==> src/rtl/barrel_unrotator.sv <==
// barrel_unrotator
//   Multi-cycle inverse of the barrel rotator. A word that was rotated by
//   'select' positions is rotated back one log2 stage per cycle (S cycles in
//   total, independent of the amount) and presented on a registered output.
//   DIRECTION names the forward rotator's direction; this block undoes it.
//
// Ports
//   clk        clock, all state on posedge
//   rst        synchronous reset, active-high
//   in_valid   data_in/select valid
//   in_ready   block can accept a word (IDLE only, low while rst is high)
//   data_in    rotated word
//   select     rotation amount applied by the forward rotator
//   out_valid  data_out holds the restored word
//   out_ready  consumer accepts data_out
//   data_out   restored word (registered)
//   busy       high while a word is in RUN or DONE
module barrel_unrotator #(
    parameter int unsigned DATA_SIZE = 8,
    parameter bit          DIRECTION = 1'b0,
    localparam int unsigned S        = $clog2(DATA_SIZE)
) (
    input  logic                 clk,
    input  logic                 rst,
    input  logic                 in_valid,
    output logic                 in_ready,
    input  logic [DATA_SIZE-1:0] data_in,
    input  logic [S-1:0]         select,
    output logic                 out_valid,
    input  logic                 out_ready,
    output logic [DATA_SIZE-1:0] data_out,
    output logic                 busy
);

    localparam logic [S-1:0] LAST_STAGE = S'(S - 1);

    typedef enum logic [1:0] {
        IDLE,
        RUN,
        DONE
    } state_t;

    state_t               state;
    state_t               state_next;
    logic [DATA_SIZE-1:0] acc;
    logic [S-1:0]         amt;
    logic [S-1:0]         stage;
    logic [DATA_SIZE-1:0] step;
    logic                 last_stage;

    assign last_stage = (stage == LAST_STAGE);

    // One stage of the inverse rotation: rotate by 2^stage when the matching
    // bit of the captured amount is set. The shift amount is always in
    // 1..DATA_SIZE/2, so both shift terms are well defined.
    always_comb begin
        step = acc;
        for (int unsigned i = 0; i < S; i++) begin
            if ((stage == S'(i)) && amt[i]) begin
                if (DIRECTION == 1'b0) begin
                    step = (acc >> (1 << i)) | (acc << (DATA_SIZE - (1 << i)));
                end else begin
                    step = (acc << (1 << i)) | (acc >> (DATA_SIZE - (1 << i)));
                end
            end
        end
    end

    // State register
    always_ff @(posedge clk) begin
        if (rst) begin
            state <= IDLE;
        end else begin
            state <= state_next;
        end
    end

    // Next-state logic
    always_comb begin
        state_next = state;
        unique case (state)
            IDLE: if (in_valid)   state_next = RUN;
            RUN:  if (last_stage) state_next = DONE;
            DONE: if (out_ready)  state_next = IDLE;
            default:              state_next = IDLE;
        endcase
    end

    // Outputs
    always_comb begin
        in_ready  = !rst && (state == IDLE);
        out_valid = (state == DONE);
        busy      = (state != IDLE);
    end

    // Datapath
    always_ff @(posedge clk) begin
        if (rst) begin
            acc      <= '0;
            amt      <= '0;
            stage    <= '0;
            data_out <= '0;
        end else begin
            unique case (state)
                IDLE: begin
                    if (in_valid) begin
                        acc   <= data_in;
                        amt   <= select;
                        stage <= '0;
                    end
                end
                RUN: begin
                    acc <= step;
                    if (last_stage) begin
                        data_out <= step;
                    end else begin
                        stage <= stage + 1'b1;
                    end
                end
                default: ;
            endcase
        end
    end

endmodule
==> config.mk <==
export PLATFORM = sky130hd
export DESIGN_NAME = barrel_unrotator
export DESIGN_NICKNAME = d
export VERILOG_FILES = /design/src/rtl/barrel_unrotator.sv
export SDC_FILE = /design/constraint.sdc
export NUM_CORES = 1
export LEC_CHECK = 0
export BUFFER_PORTS_ARGS = -buffer_cell sky130_fd_sc_hd__clkbuf_2
export CAP_MARGIN = 5
export CORE_MARGIN = 2
export CORE_UTILIZATION = 54
export DETAILED_ROUTE_END_ITERATION = 6
export GPL_ROUTABILITY_DRIVEN = 0
export GPL_TIMING_DRIVEN = 0
export PLACE_DENSITY = 0.75
export SYNTH_ARGS = -nofsm -noshare
export SYNTH_HDL_FRONTEND = slang
export SYNTH_SLANG_ARGS = --single-unit
==> constraint.sdc <==
create_clock -name clk -period 2.07 [get_ports clk]
set_clock_uncertainty 0.15 [all_clocks]
set_input_delay 0.621 -clock clk [delete_from_list [all_inputs] [get_ports clk]]
set_output_delay 0.621 -clock clk [all_outputs]
set_load 0.03 [all_outputs]
==> results of run 1 <==
## per-stage QoR
stage	utilization [%]	power, uW	setup WS [ns]
after floorplan	-	647	0.0235
after global placement	62.5	698	-0.269
after detailed placement	62.5	703	-0.302
after CTS	64.4	955	0.00693
after global routing	65.2	1010	-0.00579
final	65.2	963	0.0760
## where the power goes
group / leakage (uW) / internal (uW) / switching (uW) / total [uW]
sequential: 0.000196 / 484 / 31.5 / 516
combinational: 0.000363 / 81.5 / 107 / 189
clock: 0.0000210 / 108 / 151 / 259
## sequential cells by signal, indices dropped and copies added (netlist names)
| signal | cells |
|---|---|
| amt | 3 |
| stage | 3 |
| state | 2 |
| acc | 8 |
| data_out | 8 |
## final cells by class
| type | instances | area, um^2 |
|---|---|---|
| inverter | 10 | 37.5 |
| tap | 30 | 37.5 |
| sequential | 24 | 483 |
| multi-input combinational | 115 | 791 |
| fill | 223 | 855 |
| timing repair buffer | 24 | 126 |
| clock buffer | 4 | 36.3 |
| buffer | 15 | 88.8 |
## Yosys cell counts, drive strengths merged, types with 2 or more instances
master / number / share of area (%)
dfxtp: 24 / 35
nor2: 17 / 4.6
o211ai: 12 / 6.6
nand2: 11 / 3.0
a311oi: 10 / 6.4
inv: 10 / 2.7
buf: 8 / 3.7
a31oi: 7 / 3.2
clkbuf: 7 / 1.9
nand3: 7 / 2.5
a22oi: 6 / 3.3
nand4b: 6 / 3.8
o2111ai: 6 / 3.8
mux2i: 5 / 3.6
ha: 4 / 3.6
a21oi: 3 / 1.1
nor2b: 3 / 1.4
a211oi: 2 / 1.1
a22o: 2 / 1.3
nor3: 2 / 0.73
o21ai: 2 / 0.73
## worst max-delay path, stage by stage (launching register included)
cell	delay, ns
dfxtp_1	0.35
inv_1	0.13
ha_1	0.26
nand2_1	0.11
nor2_1	0.28
buf_2	0.30
nand2_1	0.08
a311oi_1	0.27
## placed cells by master, fill, tap and decap left out, drive strengths merged, types with 2 or more instances in the layout
| cell type | Yosys | layout |
|---|---|---|
| a311oi | 10 | 10 |
| o2111ai | 6 | 6 |
| mux2i | 5 | 5 |
| clkbuf | 7 | 34 |
| a21oi | 3 | 3 |
| nor2b | 3 | 3 |
| buf | 8 | 9 |
| a211oi | 2 | 2 |
| a22oi | 6 | 6 |
| nand4b | 6 | 6 |
| nor2 | 17 | 17 |
| o21ai | 2 | 2 |
| ha | 4 | 4 |
| o211ai | 12 | 12 |
| nand2 | 11 | 11 |
| dfxtp | 24 | 24 |
| a31oi | 7 | 7 |
| inv | 10 | 10 |
| nand3 | 7 | 7 |
| nor3 | 2 | 2 |
| a22o | 2 | 2 |
## metal layers
layer / vias to the layer above / wire, um / track usage (%) / part of all wire, %
met1: 632 / 1640 / 34.7 / 47
met2: 52 / 1640 / 40.4 / 47
met4: 0 / 31 / 7.08 / 0.88
li1: 673 / - / - / -
met3: 6 / 193 / 4.37 / 5.5
met5: - / 0 / 0 / 0
## repair_timing
| item | CTS | global route |
|---|---|---|
| pin swaps | 0 | 0 |
| setup endpoints to repair | 1 | 5 |
| resized for setup | 4 | 9 |
| gates cloned | 0 | 0 |
## kinds of logic after synthesis
group / synth area share (%)
AOI/OAI and AO/OA: 28.6
xor gates and xnor gates: 0.638
muxes: 3.64
and+or+nand+nor: 20.1
buffers and inverters: 8.38
adders and majority gates: 3.64
DFF: 35.0
## how the worst max path moves through the flow
stage                     startpoint     endpoint  slack (ns)  cells past startpoint
after floorplan                  rst     in_ready        0.02                      3
after global placement           rst     in_ready       -0.27                      4
after detailed placement         rst     in_ready       -0.30                      4
after CTS                   state[1]     in_ready       0.007                      3
after global routing        stage[0]  data_out[3]      -0.006                      7
final                       stage[0]  data_out[3]        0.08                      7
==> summary.md, run 1 <==
| Metric | Value |
|---|---|
| Status | `completed` |
| Ant. Diodes | `0` |
| Primary FF master, synth | `dfxtp_1` |
| GRT Overall Usage | `25.3%` |
| Worst r2r path cells | `7` |
| CTS sink cnt | `24` |
| Total negative slack | `0 ns` |
| Synthesized area | `between 1000 and 1500 um^2` |
| Max-cap violations | `0` |
| Post-synthesis sequential area ratio | `35.0%` |
| Area growth syn-to-layout | `16.5%` |
| Detail Route Antenna Nets | `0` |
| Global-route wire length before repair | `5480 um` |
| # rows | `18` |
| CTS root buffer | `clkbuf_4` |
| CTS tree | `yes` |
| CP required | `2.16 ns` |
| Final Critical Period | `roughly 2.0 ns` |
| Worst hold start | `data_out[6]` |
| Min-Delay Endpoint | `data_out[6]` |
| Tcrit/Tclk final | `96.3%` |
| CP endpoint kind | `flip-flop` |
| Worst hold path type | `flip-flop to flip-flop` |
| FFs w/ async S/R, synth | `0%` |
| F_max | `between 500 and 600 MHz` |
| Reg clk slew, reported paths | `0.13 ns` |
| Reg2reg end | `data_out[3]` |
| Placed cell areas | `1530 um^2` |
| Post-CTS Setup Repair Bufs | `0` |
| Final hold viol count | `0` |
| DIE AREA | `2960 um^2` |
| Drc violations | `0` |
| Placed cell count | `218` |
| Pins Over Slew Limit | `0` |
| R2r setup slk | `0.08 ns` |
| CP arrival | `2.09 ns` |
| Die Height | `54.4 um` |
| Die W | `54.4 um` |
| Post-synthesis register bit count | `24` |
| Relative slew slack | `57.8%` |
| Lkg Pwr | `0.000581 uW` |
| Slew @ Worst Pin | `0.631 ns` |
| Clock latency on the worst-skew pair | `around 0.33 ns` |
| Layout cells sized above 1 | `a little under a quarter` |
| Largest net degree at the start of global routing | `14` |
| Vias in the first global route | `1196` |
| Crit start category | `flip-flop` |
| Number of flops mapped to enable cells by yosys | `0` |
| Vias per inst | `6.14` |
| Post-synth cell types | `33` |
| Number of hold buffers added after CTS | `0` |
| Final cell count without fillers | `222` |
| Worst Hold Depth | `2` |
| Initial DRT Pass Iterations | `5` |
| Starting Density | `56.0%` |
| Syn Area/Cell | `8.38 um^2` |
| Drt wl/cell | `15.8 um` |
| Final hold slack | `0.356 ns` |
| Post-route cell area | `1600 um^2` |
| Peak supply drop | `604 uV` |
| Syn Inst Count | `164` |
| WS Path Type | `flip-flop to flip-flop` |
| Post-Syn Nets | `between 150 and 200` |
| Num CTS Buffers | `3` |
| Buffers on Ports | `24` |
| Clock Path Buffers | `2` |
| Pwr dens | `602 nW/um^2` |
| Initial antenna violation count | `0` |
| Gr ovfl total | `0` |
| Routed WL | `about 3500 um` |
| Initial DRC count | `52` |
| Final HPWL DP | `2490 um` |
| # setup viols final | `0` |
| Nets | `212` |
| Core Footprint | `2450 um^2` |
| Yosys warns | `0` |
| I/O Pins | `26` |
| Crit-path max FO | `10` |
| H-Tree Depth | `1` |
| RR Startpoint | `stage[0]` |
| Routed vias | `1363` |
(Power assumes the default switching activity.)
==> run 2, diff against run 1 <==
--- a/config.mk
+++ b/config.mk
@@ -8,11 +8,11 @@
 export BUFFER_PORTS_ARGS = -buffer_cell sky130_fd_sc_hd__clkbuf_2
 export CAP_MARGIN = 5
 export CORE_MARGIN = 2
-export CORE_UTILIZATION = 54
+export CORE_UTILIZATION = 43
 export DETAILED_ROUTE_END_ITERATION = 6
 export GPL_ROUTABILITY_DRIVEN = 0
 export GPL_TIMING_DRIVEN = 0
-export PLACE_DENSITY = 0.75
+export PLACE_DENSITY = 0.61
 export SYNTH_ARGS = -nofsm -noshare
 export SYNTH_HDL_FRONTEND = slang
 export SYNTH_SLANG_ARGS = --single-unit
==> summary.md, run 2 (same netlist as run 1, synthesis figures left out) <==
| Metric | Value |
|---|---|
| I/O Pins | `26` |
| Layout cells sized above 1 | `24.0%` |
| Crit start category | `flip-flop` |
| Clock latency on the worst-skew pair | `0.33 ns` |
| H-Tree Depth | `1` |
| Final cell count without fillers | `236` |
| Routed WL | `3680 um` |
| Peak supply drop | `414 uV` |
| Initial DRT Pass Iterations | `5` |
| Ant. Diodes | `0` |
| Placed cell count | `approximately 230` |
| # rows | `20` |
| Tcrit/Tclk final | `96.9%` |
| Detail Route Antenna Nets | `0` |
| Area growth syn-to-layout | `18.4%` |
| Core Footprint | `roughly 3000 um^2` |
| Die W | `60.5 um` |
| CP arrival | `1.23 ns` |
| Most common cell after layout, fill and taps aside | `clkbuf_2` |
| Num CTS Buffers | `3` |
| Starting Density | `45.0%` |
| Place WS | `-0.339 ns` |
| Global-route wire length before repair | `5930 um` |
| Final hold slack | `0.357 ns` |
| F_max | `499 MHz` |
| Lkg Pwr | `0.000588 uW` |
| Final WS setup | `0.0642 ns` |
| CTS tree | `yes` |
| Routed vias | `approximately 1300` |
| GRT Overall Usage | `21.6%` |
| DIE AREA | `approximately 3700 um^2` |
| Reg clk slew, reported paths | `0.14 ns` |
| Pins Over Slew Limit | `0` |
| Nets | `212` |
| Vias per inst | `5.67` |
| Final hold viol count | `0` |
| # setup viols final | `0` |
| Clock Path Buffers | `2` |
| Status | `completed` |
| Final Critical Period | `approximately 2.0 ns` |
| Top flop regs | `acc x8, data_out x8` |
| Number of hold buffers added after CTS | `0` |
| Gr ovfl total | `0` |
| Worst r2r path cells | `7` |
| Vias in the first global route | `1240` |
| Worst hold path type | `flip-flop to flip-flop` |
| Initial antenna violation count | `0` |
| CTS root buffer | `clkbuf_4` |
| Max-cap violations | `0` |
| Pwr dens | `646 nW/um^2` |
| Unrepaired setup endpoints after global routing | `false` |
| Drt wl/cell | `15.6 um` |
| CP required | `1.30 ns` |
| Relative slew slack | `61.4%` |
| Crit-path max FO | `5` |
| Final HPWL DP | `around 2600 um` |
| Initial DRC count | `73` |
| WS Path Type | `flip-flop to output pin` |
| Largest net degree at the start of global routing | `15` |
| Final Util | `a little over half` |
| Buffers on Ports | `24` |
| Die Height | `60.5 um` |
| CTS sink cnt | `24` |
| Slew @ Worst Pin | `0.578 ns` |
| CP endpoint kind | `output pin` |
| # fillers | `318` |
| Worst Hold Depth | `2` |
| Drc violations | `0` |
| Most frequent cells in the layout | `25 x clkbuf_2, 22 x dfxtp_1, 15 x nor2_1` |
-- run 2: cell type report --
cell class                      count  area (um^2)  area share [%]
Buffer                             15         90.1            5.54
Clock buffer                        3         22.5            1.38
Clock inverter                      1         30.0            1.85
Inverter                           10         37.5            2.31
Multi-Input combinational cell    115          786            48.3
Sequential cell                    24          483            29.7
Tap cell                           44         55.1            3.38
Timing Repair Buffer               24          123            7.54
-- run 2: worst paths after layout --
path / slack (ns) / from / to
worst max-delay path: 0.06 / state[1] / in_ready
worst max register to register: 0.16 / stage[1] / data_out[0]
worst min-delay path: 0.36 / data_out[7] / data_out[7]
worst min register to register: 0.36 / data_out[7] / data_out[7]
-- run 2: power breakdown --
group          internal (uW)  total, uW  switching, uW
clock network            196        347            151
registers                484        516           31.6
logic                   78.8        187            108
total                    759       1050            291
-- run 2: critical path, stage by stage, from the launching register on --
cell     delay, ns
dfxtp_2       0.36
or2_2         0.32
nor2_2        0.08
buf_4         0.16
-- run 2: repair_timing --
item	CTS	global route
hold endpoints to repair	0	0
gates cloned	0	0
endpoints found under the setup margin	1	7
resized for setup	4	9
buffers inserted	0	0
-- run 2: routing by layer --
layer	vias to the layer above	track usage [%]	wire length, um
met5	-	0	0
met4	0	2.80	18
met1	616	29.0	1710
met2	45	37.0	1760
li1	674	-	-
met3	2	4.48	190
-- run 2: metrics by stage --
step / TNS [ns] / cell area [um^2] / power [uW]
5_1_grt: 0 / 1630 / 1110
6_report: 0 / 1630 / 1050
3_5_place_dp: -0.339 / 1550 / 706
4_1_cts: 0 / 1620 / 1050
2_1_floorplan: 0 / 1380 / 647
3_3_place_gp: -0.288 / 1550 / 700
==> run 3, diff against run 2 <==
--- a/config.mk
+++ b/config.mk
@@ -12,7 +12,8 @@
 export DETAILED_ROUTE_END_ITERATION = 6
 export GPL_ROUTABILITY_DRIVEN = 0
 export GPL_TIMING_DRIVEN = 0
-export PLACE_DENSITY = 0.61
+export PLACE_DENSITY = 0.69
+export REMOVE_ABC_BUFFERS = 1
 export SYNTH_ARGS = -nofsm -noshare
 export SYNTH_HDL_FRONTEND = slang
 export SYNTH_SLANG_ARGS = --single-unit
==> summary.md, run 3 (same netlist as run 1, synthesis figures left out) <==
| Metric | Value |
|---|---|
| Lkg Pwr | `approximately 0.00054 uW` |
| Die Height | `60.5 um` |
| Peak supply drop | `approximately 440 uV` |
| Worst hold path type | `flip-flop to flip-flop` |
| Nets | `201` |
| WS Path Type | `flip-flop to output pin` |
| Crit-path max FO | `5` |
| CP max stage cell | `dfxtp_4` |
| # rows | `20` |
| Largest net degree at the start of global routing | `26` |
| Placed cell areas | `1480 um^2` |
| Clock latency on the worst-skew pair | `0.32 ns` |
| Crit start category | `flip-flop` |
| Starting Density | `45.0%` |
| H-Tree Depth | `1` |
| Clock Path Buffers | `2` |
| Tot Pwr | `between 900 and 1000 uW` |
| RR Startpoint | `stage[0]` |
| Max-cap violations | `0` |
| F_max | `501 MHz` |
| Crit-path cells | `or2_4 -> nor2_1 -> buf_4` |
| R2r setup slk | `~0.18 ns` |
| Status | `completed` |
| I/O Pins | `26` |
| Final Critical Period | `1.99 ns` |
| Gr ovfl total | `0` |
| Layout cells sized above 1 | `about 22%` |
| Reg2reg end | `acc[4]` |
| Routed vias | `1302` |
| Final WS setup | `0.0752 ns` |
| Post-route cell area | `1570 um^2` |
| # setup viols final | `0` |
| CTS tree | `yes` |
| Initial DRT Pass Iterations | `4` |
| Min-Delay Endpoint | `data_out[2]` |
| Worst r2r path cells | `7` |
| Die W | `just over 60 um` |
| Area growth syn-to-layout | `14.1%` |
| Crit-path max cell delay | `0.38 ns` |
| Relative slew slack | `52.6%` |
| Place WS | `-0.305 ns` |
| Initial antenna violation count | `0` |
| Ant. Diodes | `0` |
| Final HPWL DP | `2110 um` |
| Initial DRC count | `44` |
| # fillers | `325` |
| CTS sink cnt | `24` |
| Reg clk slew, reported paths | `0.13 ns` |
| Area of the multi-input gates | `808 um^2` |
| CP required | `roughly 1.3 ns` |
| Detail Route Antenna Nets | `0` |
| Worst Hold Depth | `2` |
| Pins Over Slew Limit | `0` |
| Top flop regs | `acc x8, data_out x8` |
| Buffers on Ports | `25` |
| Core Footprint | `3050 um^2` |
| DIE AREA | `between 3000 and 4000 um^2` |
| Drt wl/cell | `13.7 um` |
| Num CTS Buffers | `3` |
| Most frequent cells in the layout | `23 x clkbuf_2, 22 x dfxtp_1, 16 x nor2_1` |
| Pwr dens | `598 nW/um^2` |
| GRT Overall Usage | `17.4%` |
| Most common cell after layout, fill and taps aside | `clkbuf_2` |
| Routed WL | `3090 um` |
| CP arrival | `1.22 ns` |
| Reg area | `about 490 um^2` |
| CTS root buffer | `clkbuf_4` |
| Worst hold start | `data_out[2]` |
| Tcrit/Tclk final | `between 90 and 100%` |
| Global-route wire length before repair | `4930 um` |
| Vias per inst | `5.79` |
| Slew @ Worst Pin | `a little over 0.7 ns` |
| Final hold viol count | `0` |
| Unrepaired setup endpoints after global routing | `false` |
| Drc violations | `0` |
| Vias in the first global route | `1128` |
| CP endpoint kind | `output pin` |
run 3: per-stage QoR:
step	instances	utilization [%]	TNS [ns]	hold WS, ns
floorplan	149	-	0	0.333
global placement	218	48.4	-1.98	0.338
detailed placement	218	48.4	-2.80	0.339
CTS	222	49.8	0	0.361
global route	225	51.4	0	0.379
finish	225	51.4	0	0.356
run 3: layer usage:
layer  global-route usage [%]  share of wire [%]  up-vias
li1                         -                  -      661
met4                    0.932              0.097        0
met1                     22.5                 45      605
met5                        0                  0        -
met2                     31.4                 50       34
met3                     3.84                4.6        2
run 3: final cells by class:
class	instances	area share (%)
inverters	10	2.39
clock buffers	4	2.31
well taps	44	3.51
flip-flops and latches	24	31.0
repair buffers	27	9.26
multi-input cells	116	51.6
run 3: worst max path at each step:
stage | startpoint | to | depth (start not counted)
3_5_place_dp | in_valid | acc[7] | 5
3_3_place_gp | in_valid | acc[0] | 5
6_report | state[1] | in_ready | 3
5_1_grt | stage[0] | data_out[4] | 6
2_1_floorplan | in_valid | acc[0] | 4
4_1_cts | state[0] | data_out[4] | 4
run 3: timing repair:
action / 4_1_cts / 5_1_grt
pin swaps: 0 / 4
buffers inserted: 0 / 2
resized for setup: 4 / 10
setup endpoints to repair: 11 / 17
hold buffers: 0 / 0
gates cloned: 0 / 1
run 3: critical path: cells and delay by family (launching register included):
| kind | cells | cell delay, ns |
|---|---|---|
| buffers and inverters | 1 | 0.17 |
| AND/OR/NAND/NOR | 2 | 0.36 |
| flip-flops | 1 | 0.38 |
run 3: where the power goes:
| part | switching, uW | total, uW | internal, uW |
|---|---|---|---|
| clock | 142 | 249 | 108 |
| combinational | 96.1 | 171 | 75.1 |
| sequential | 33.5 | 517 | 483 |
| total | 271 | 937 | 666 |
